## config.mk

```make
export PLATFORM = sky130hd
export DESIGN_NAME = fetch_stage
export DESIGN_NICKNAME = d
export VERILOG_FILES = /design/src/rtl/fetch_stage.sv
export SDC_FILE = /design/constraint.sdc
export NUM_CORES = 1
export LEC_CHECK = 0
export ABC_AREA = 0
export ABC_CLOCK_PERIOD_IN_PS = 3450
export CAP_MARGIN = 10
export CORE_ASPECT_RATIO = 0.9
export CORE_UTILIZATION = 40
export DETAILED_ROUTE_END_ITERATION = 10
export GPL_TIMING_DRIVEN = 0
export HOLD_SLACK_MARGIN = 0.06
export PLACE_DENSITY = 0.75
export SLEW_MARGIN = 30
export SYNTH_ARGS = -nofsm -noshare
export SYNTH_HDL_FRONTEND = slang
export SYNTH_SLANG_ARGS = --single-unit
export TNS_END_PERCENT = 30
```

## constraint.sdc

```tcl
create_clock -name clk -period 3.45 [get_ports clk]
set_input_delay 0.345 -clock clk [delete_from_list [all_inputs] [get_ports clk]]
set_output_delay 0.345 -clock clk [all_outputs]
set_load 0.02 [all_outputs]
```

## src/rtl/fetch_stage.sv

```systemverilog
// SPARC instruction-fetch stage: PC/nPC delayed-branch sequencing, stall hold, annul squash, IF/ID register.
// Optional macro FETCH_ALIGN_CHECK_EN enables the sticky branch-target misalignment flag.
module fetch_stage #(
  parameter logic [31:0] RESET_PC = 32'h0000_0000
) (
  input  logic        clk,
  input  logic        clr,
  input  logic        stall,
  input  logic        branch_taken,
  input  logic [31:0] branch_target,
  input  logic        annul,
  input  logic [31:0] imem_data,
  output logic [31:0] imem_addr,
  output logic [31:0] if_id_instr,
  output logic [31:0] if_id_pc,
  output logic        if_id_valid,
  output logic        misalign_err
);

  logic [31:0] pc;
  logic [31:0] npc;
  logic [31:0] npc_next;

  // Target low bits are always dropped; nPC+4 wraps silently at 2^32.
  always_comb begin
    npc_next = npc + 32'd4;
    if (branch_taken) npc_next = {branch_target[31:2], 2'b00};
  end

  always_ff @(posedge clk or posedge clr) begin
    if (clr) begin
      pc          <= RESET_PC;
      npc         <= RESET_PC + 32'd4;
      if_id_instr <= 32'd0;
      if_id_pc    <= 32'd0;
      if_id_valid <= 1'b0;
    end else if (!stall) begin
      pc          <= npc;
      npc         <= npc_next;
      if_id_pc    <= pc;
      if_id_instr <= annul ? 32'd0 : imem_data;
      if_id_valid <= ~annul;
    end
  end

  assign imem_addr = pc;

`ifdef FETCH_ALIGN_CHECK_EN
  always_ff @(posedge clk or posedge clr) begin
    if (clr) begin
      misalign_err <= 1'b0;
    end else if (!stall && branch_taken && (branch_target[1:0] != 2'b00)) begin
      misalign_err <= 1'b1;
    end
  end
`else
  logic unused_target_bits;
  assign unused_target_bits = ^branch_target[1:0];
  assign misalign_err       = 1'b0;
`endif

endmodule

```

==> results of run 1 <==
==> worst max-delay path by stage <==
stage	cells past startpoint	start	to	slack [ns]
2_1_floorplan	5	npc[2]	npc[16]	1.44
3_3_place_gp	2	clr	if_id_instr[0]	0.50
3_5_place_dp	5	stall	imem_addr[15]	0.86
4_1_cts	5	npc[2]	npc[16]	0.87
5_1_grt	5	npc[2]	npc[16]	0.75
6_report	5	npc[2]	npc[16]	0.83
==> through the flow <==
step | worst slack (ns) | util | power (mW)
floorplan | 1.44 | - | 2.43
global placement | 0.496 | 0.558 | 2.97
detailed placement | 0.859 | 0.565 | 3.02
CTS | 0.875 | 0.612 | 4.85
global route | 0.749 | 0.612 | 5.02
finish | 0.828 | 0.612 | 4.80
==> synthesized netlist by cell type (3+ instances only) <==
master and number:
a31oi_1 3, buf_2 3, nor3_1 9, and4_1 3
buf_4 6, a22oi_1 11, and3_1 3, and2_1 3
nand3_1 15, a311o_1 3, o31a_1 3, a311oi_1 4
o22ai_1 4, nand4_1 14, dfrtp_1 122, buf_1 5
mux2_2 55, a21oi_1 9, a22o_1 31, mux2i_1 3
o21ai_0 22, clkbuf_1 25, o311ai_0 6, nor2_1 21
a32oi_1 3, nor4_1 8, nand2_1 24, inv_1 10
==> worst max-delay path, cell delays in order, from the launching register on <==
cell and delay (ns):
dfstp_2 0.57, ha_1 0.30, nand4_1 0.30, nor3_1 0.79, a21oi_1 0.15, a221o_1 0.38
==> where the power goes <==
part,leakage (nW),total (mW),internal [mW],switching (mW)
registers,1.50,1.86,1.68,0.188
logic,1.48,1.14,0.588,0.551
clock network,0.303,1.80,1.20,0.599
total,3.28,4.80,3.47,1.34
==> layout make-up <==
cell class              instances  area (µm²)  share of cell area
inverters                      10        41.3             0.00524
flip-flops and latches        123        3080               0.391
repair buffers                163        1680               0.213
plain buffers                  39         173              0.0219
clock buffers                  23         488              0.0619
clock inverters                 8         115              0.0146
multi-input cells             287        2100               0.267
well taps                     164         205              0.0260
==> logic make-up after synthesis <==
logic type      after synthesis  share of synthesized area
compound gates              112                      0.156
fa+ha+maj                     1                    0.00233
buf+inv                      49                     0.0391
flops                       123                      0.573
mux                          58                      0.121
other cells                   1                   0.000698
simple gates                111                      0.108
==> sequential cells by signal, summed over array words and instances, names as in the netlist <==
signal / count
if_id_pc: 30
npc: 30
if_id_valid: 1
imem_addr: 30
if_id_instr: 32
==> routing by layer <==
layer / up-vias / part of all wire / global-route usage
met5: - / 0 / 0
met4: 0 / 0.023 / 0.0944
met3: 30 / 0.079 / 0.0758
met2: 221 / 0.47 / 0.366
met1: 2284 / 0.43 / 0.303
li1: 2084 / - / -
==> results.yml, run 1 <==
detailed_routing:
  antenna_left: 0
  avgRoutedWirePerCell_um: 19.1
  routed_via_density: 5.65
  firstDrtPassIters: 5
  first_iter_violations: 279
  num_vias: 4619
  wl_mm: 15.6
  route.detailed.drc: 0
cts:
  ctsHoldBuffers: 0
  cts_made_buffers: 17
  clk_latency_ns: 0.41
  htreeDepth: 4
  cts_resized: 0
  root_buffer: "clkbuf_16"
  clock_path_buffers: 2
  cts.reportedPaths.clkPinSlew_ns: 0.05
  post-cts-setup-buffers: 0
  clock-sinks: 123
  cts_tree: "built"
setup_path:
  reg2reg_depth: 5
  criticalPathCategory: "flip-flop to flip-flop"
  start_kind: "flip-flop"
  crit_fanout: 7
  r2r_start: "npc[2]"
  cp.required_ns: 3.74
  arrival_ns: 2.91
  endpoint_kind: "flip-flop"
  ff2ff_setup_slack_ns: 0.83
  r2r-end: "npc[16]"
synth:
  synth_ff_type: "dfrtp_1"
  synth_cell_types: 50
  avgSynthCellArea_um2: 11.8
  ys_seq_elements: 123
  yosys_warnings: 0
  synth_top_cell_by_area: "dfrtp_1"
  yosysSeqAreaShare: 0.573
  synth_top_area_frac: 0.568
  ys_top_cells_by_area: "dfrtp_1 (57%), mux2_2 (12%), a22o_1 (5.1%), o21ai_0 (2.0%), clkbuf_1 (1.7%)"
  syn-cell-area_um2: 5370
  synth_edf_count: 0
  netlist_instances: 455
  synth_async_sr_flop_share: 1.00
sta:
  slew_violations: 0
  rsz0062_at_grt: "no"
  setup_viol: 0
  min_period_ns: 2.62
  fmax_mhz: 381
  hold_slack_ns: 0.302
  finalHoldViolations: 0
  tightestPinTransition_ns: 0.917
  fin_worst_skew_ns: 0.00653
  fin_crit_sh: 0.760
  max_slew_margin: 0.384
  finalSetupTns_ns: 0
place:
  placed_cells: 786
  gp_congestion: 0.870
  io_buffer_count: 159
  place_area_um2: 7280
  dp_hpwl_mm: 11.2
cells_and_area:
  final_common_cell: "clkdlybuf4s50_1"
  finalNonFillerCells: 817
  area_delta_synth_final_pct: 46.8
  drive_above_1_share: 0.161
  final_cell_mix: "clkdlybuf4s50_1 (159), dfrtp_1 (122), mux2_2 (55)"
  nFillCells: 1052
  fin_area_um2: 7890
  antenna_cells: 0
  nets: 711
power_and_ir_drop:
  leakage_nw: 3.28
  power_density_nw_per_um2: 609
  ir_drop_mv: 0.324
global_routing:
  grt-ovfl-total: 0
  grt_pass1_wl_mm: 24.8
  grt_util_all_layers: 0.236
  antenna_found_initial: 0
  grt_pass1_vias: 4843
  grt_max_degree: 32
run:
  max-cap-violations: 0
die:
  dieArea_um2: 13900
  die_x_um: 124
  initial_core_util: 0.417
  row_count: 39
  core-area_um2: 12900
  io_pins: 167
  die_h_um: 112
hold_path:
  hp-class: "input port to async pin"
outcome:
  status: "finished, final reports clean"
Note: power is estimated with default switching activity, not from simulation.
==> run 2, diff against run 1 <==
Settings changed: ABC_CLOCK_PERIOD_IN_PS 3450 to 2320.
Clock period 3.45 ns to 2.32 ns, I/O delays scaled along.
==> results.yml, run 2 (synthesis gave the netlist of run 1 again) <==
cells_and_area:
  drive_above_1_share: 0.164
  finalNonFillerCells: 818
  final_cell_mix: "clkdlybuf4s50_1 (159), dfrtp_1 (122), mux2_2 (55)"
  nets: 712
  nFillCells: 1050
  top_register: "if_id_instr"
  largest_reg_flops: 32
  area_delta_synth_final_pct: 47.2
  final_common_cell: "clkdlybuf4s50_1"
  antenna_cells: 0
  fin_util: 0.614
cts:
  ctsHoldBuffers: 0
  clock_path_buffers: 2
  clock-sinks: 123
  root_buffer: "clkbuf_16"
  cts_tree: "built"
  cts.reportedPaths.clkPinSlew_ns: 0.05
  cts_made_buffers: 17
  htreeDepth: 4
  clk_latency_ns: 0.41
global_routing:
  grt-ovfl-total: 0
  grt_max_degree: 32
  grt_pass1_wl_mm: 24.8
  grt_util_all_layers: 0.236
  antenna_found_initial: 0
  grt_pass1_vias: 4844
sta:
  rsz0062_at_grt: "no"
  max_slew_margin: 0.396
  fin_worst_skew_ns: 0.00685
  hold_slack_ns: 0.189
  min_period_ns: 2.23
  finalHoldViolations: 0
  tightestPinTransition_ns: 0.899
  setup_viol: 0
  slew_violations: 0
  fin_crit_sh: 0.963
  fmax_mhz: 448
detailed_routing:
  avgRoutedWirePerCell_um: 19.1
  num_vias: 4651
  routed_via_density: 5.69
  antenna_left: 0
  first_iter_violations: 279
  wl_mm: 15.7
  route.detailed.drc: 0
  firstDrtPassIters: 5
setup_path:
  criticalPathCategory: "flip-flop to flip-flop"
  cpPeakStageDelay_ns: 0.58
  cp.required_ns: 2.60
  crit_fanout: 6
  crit_buf_inv: 1
  arrival_ns: 2.51
  start_kind: "flip-flop"
  cp_slowest_cell: "dfstp_2"
  crit_chain: "ha_1, nand4_1, buf_4, or3_4, nor3_1, a311oi_1"
  critical_path.top_delay_family: "simple AND/OR/NAND/NOR gates"
  endpoint_kind: "flip-flop"
run:
  max-cap-violations: 0
die:
  core-area_um2: 12900
  dieArea_um2: 13900
  row_count: 39
  die_h_um: 112
  die_x_um: 124
  initial_core_util: 0.417
  io_pins: 167
place:
  io_buffer_count: 159
  gp_congestion: 0.870
  placed_cells: 786
  dp_hpwl_mm: 11.2
power_and_ir_drop:
  ir_drop_mv: 0.478
  power_density_nw_per_um2: 904
  leakage_nw: 3.30
  finalPower_mw: 7.15
hold_path:
  hp-class: "input port to async pin"
outcome:
  status: "finished, final reports clean"
run 2: cell types whose count changed in the layout (fill, tap and decap cells not counted), sizes merged:
cell	delta
buf	+1
run 2: layer usage:
metal / part of all wire / global-route usage
met1: 0.43 / 0.304
met2: 0.46 / 0.366
met3: 0.081 / 0.0758
met4: 0.026 / 0.0944
met5: 0 / 0
run 2: what timing repair did:
item | in CTS | in global routing
gates resized for setup | 2 | 1
pin swaps | 1 | 1
endpoints found under the setup margin | 8 | 8
setup buffers | 0 | 1
run 2: final timing paths:
check / slack (ns) / start / endpoint / cells past startpoint
worst max-delay path: 0.09 / npc[2] / npc[26] / 6
worst min-delay path: 0.19 / clr / imem_addr[28] / 2
worst max register to register: 0.09 / npc[2] / npc[26] / 6
worst min register to register: 0.50 / if_id_instr[24] / if_id_instr[24] / 2
max in group asynchronous: 1.40 / clr / npc[2] / 4
min in group clk: 0.40 / imem_data[24] / if_id_instr[24] / 3
run 2: area by class of cell:
class                           count  area (µm²)  share of cell area
Clock inverter                      8         115              0.0146
Buffer                             39         173              0.0218
Tap cell                          164         205              0.0259
Multi-Input combinational cell    287        2120               0.268
Timing Repair Buffer              164        1690               0.213
Sequential cell                   123        3080               0.389
Clock buffer                       23         488              0.0617
Inverter                           10        41.3             0.00522
run 2: report_power, final:
group	total (mW)	switching, mW	internal, mW
clock	2.68	0.890	1.79
combinational	1.70	0.822	0.875
sequential	2.77	0.280	2.49
run 2: stage by stage:
stage | TNS [ns] | worst slack (ns) | area, µm²
final | 0 | 0.0858 | 7910
after global routing | 0 | 0.00823 | 7910
after CTS | 0 | 0.0168 | 7890
after detailed placement | -2.95 | -0.230 | 7280
after global placement | -65.03 | -0.521 | 7190
after floorplan | 0 | 0.314 | 5390
==> run 3, diff against run 2 <==
Settings changed: SLEW_MARGIN 30 to 10.
==> results.yml, run 3 (synthesis gave the netlist of run 1 again) <==
place:
  placed_cells: 785
  gp_congestion: 0.870
  dp_hpwl_mm: 11.1
  io_buffer_count: 159
global_routing:
  antenna_found_initial: 0
  grt-ovfl-total: 0
  grt_pass1_vias: 4787
  grt_util_all_layers: 0.237
  grt_pass1_wl_mm: 24.8
  grt_max_degree: 35
setup_path:
  crit_fanout: 6
  cp.required_ns: 2.63
  endpoint_kind: "flip-flop"
  arrival_ns: 2.58
  ff2ff_setup_slack_ns: 0.05
  r2r_start: "npc[2]"
  start_kind: "flip-flop"
  criticalPathCategory: "flip-flop to flip-flop"
  r2r-end: "npc[26]"
  reg2reg_depth: 5
detailed_routing:
  num_vias: 4635
  route.detailed.drc: 0
  routed_via_density: 5.67
  firstDrtPassIters: 5
  antenna_left: 0
  first_iter_violations: 300
  wl_mm: 15.7
  avgRoutedWirePerCell_um: 19.2
cts:
  clock-sinks: 123
  clock_path_buffers: 2
  cts_made_buffers: 17
  htreeDepth: 4
  ctsHoldBuffers: 0
  cts_tree: "built"
  root_buffer: "clkbuf_16"
  clk_latency_ns: 0.42
  cts.reportedPaths.clkPinSlew_ns: 0.06
cells_and_area:
  finalNonFillerCells: 818
  final_cell_mix: "clkdlybuf4s50_1 (159), dfrtp_1 (122), mux2_2 (55)"
  area_delta_synth_final_pct: 47.6
  nFillCells: 1036
  nets: 712
  drive_above_1_share: 0.165
  final_common_cell: "clkdlybuf4s50_1"
  antenna_cells: 0
  largest_reg_flops: 32
  top_register: "if_id_instr"
die:
  die_h_um: 112
  core-area_um2: 12900
  row_count: 39
  die_x_um: 124
  dieArea_um2: 13900
  io_pins: 167
  initial_core_util: 0.417
sta:
  fmax_mhz: 441
  fin_crit_sh: 0.977
  setup_viol: 0
  slew_violations: 0
  fin_worst_skew_ns: 0.00734
  finalHoldViolations: 0
  max_slew_margin: 0.421
  tightestPinTransition_ns: 0.862
  hold_slack_ns: 0.281
  rsz0062_at_grt: "no"
  min_period_ns: 2.27
run:
  max-cap-violations: 0
power_and_ir_drop:
  ir_drop_mv: 0.704
  power_density_nw_per_um2: 922
  leakage_nw: 3.31
outcome:
  status: "finished, final reports clean"
hold_path:
  hp-class: "input port to async pin"
## run 3: final cells by class
cell class              count  area [µm²]  share of cell area
flip-flops and latches    123        3080               0.388
multi-input cells         287        2130               0.268
repair buffers            164        1670               0.210
clock buffers              24         502              0.0633
well taps                 164         205              0.0259
plain buffers              39         173              0.0218
clock inverters             7         135              0.0170
inverters                  10        41.3             0.00521
## run 3: critical path: stages (launching register included)
cell and delay, ns:
dfstp_2 0.57, ha_1 0.30, nand4_1 0.24, or3_2 0.57, o31a_1 0.27, a311oi_1 0.22
## run 3: per-stage QoR
stage	power (mW)	TNS (ns)	utilization	instance area, µm²	setup WS, ns
after floorplan	3.61	0	-	5390	0.314
after global placement	4.42	-65.03	0.558	7190	-0.521
after detailed placement	4.49	-2.95	0.563	7250	-0.228
after CTS	7.36	0	0.614	7910	0.0569
after global routing	7.62	0	0.616	7930	0.00624
final	7.31	0	0.616	7930	0.0531
## run 3: how the worst max path moves through the flow
stage                     startpoint        endpoint  slack [ns]  depth (start not counted)
after floorplan               npc[2]         npc[16]        0.31                          5
after global placement           clr  if_id_instr[0]       -0.52                          2
after detailed placement      npc[2]         npc[16]       -0.23                          5
after CTS                     npc[2]         npc[16]        0.06                          6
after global routing          npc[2]         npc[28]       0.006                          5
final                         npc[2]         npc[26]        0.05                          5
## run 3: report_power, final
| group | switching (mW) | leakage, nW | internal [mW] |
|---|---|---|---|
| Combinational | 0.823 | 1.50 | 0.873 |
| Sequential | 0.278 | 1.50 | 2.49 |
| Clock | 0.917 | 0.316 | 1.93 |
| Total | 2.02 | 3.31 | 5.29 |
## run 3: routing by layer
layer	GRT usage	vias to the layer above	wire length, µm	part of all wire
li1	-	2080	-	-
met1	0.305	2281	6560	0.42
met2	0.366	239	7360	0.47
met3	0.0768	35	1460	0.093
met4	0.0937	0	308	0.020
met5	0	-	0	0
## run 3: timing repair
item	4_1_cts	5_1_grt
endpoints found under the setup margin	10	7
buffers inserted	2	0
pin swaps	1	0
resized for setup	2	5
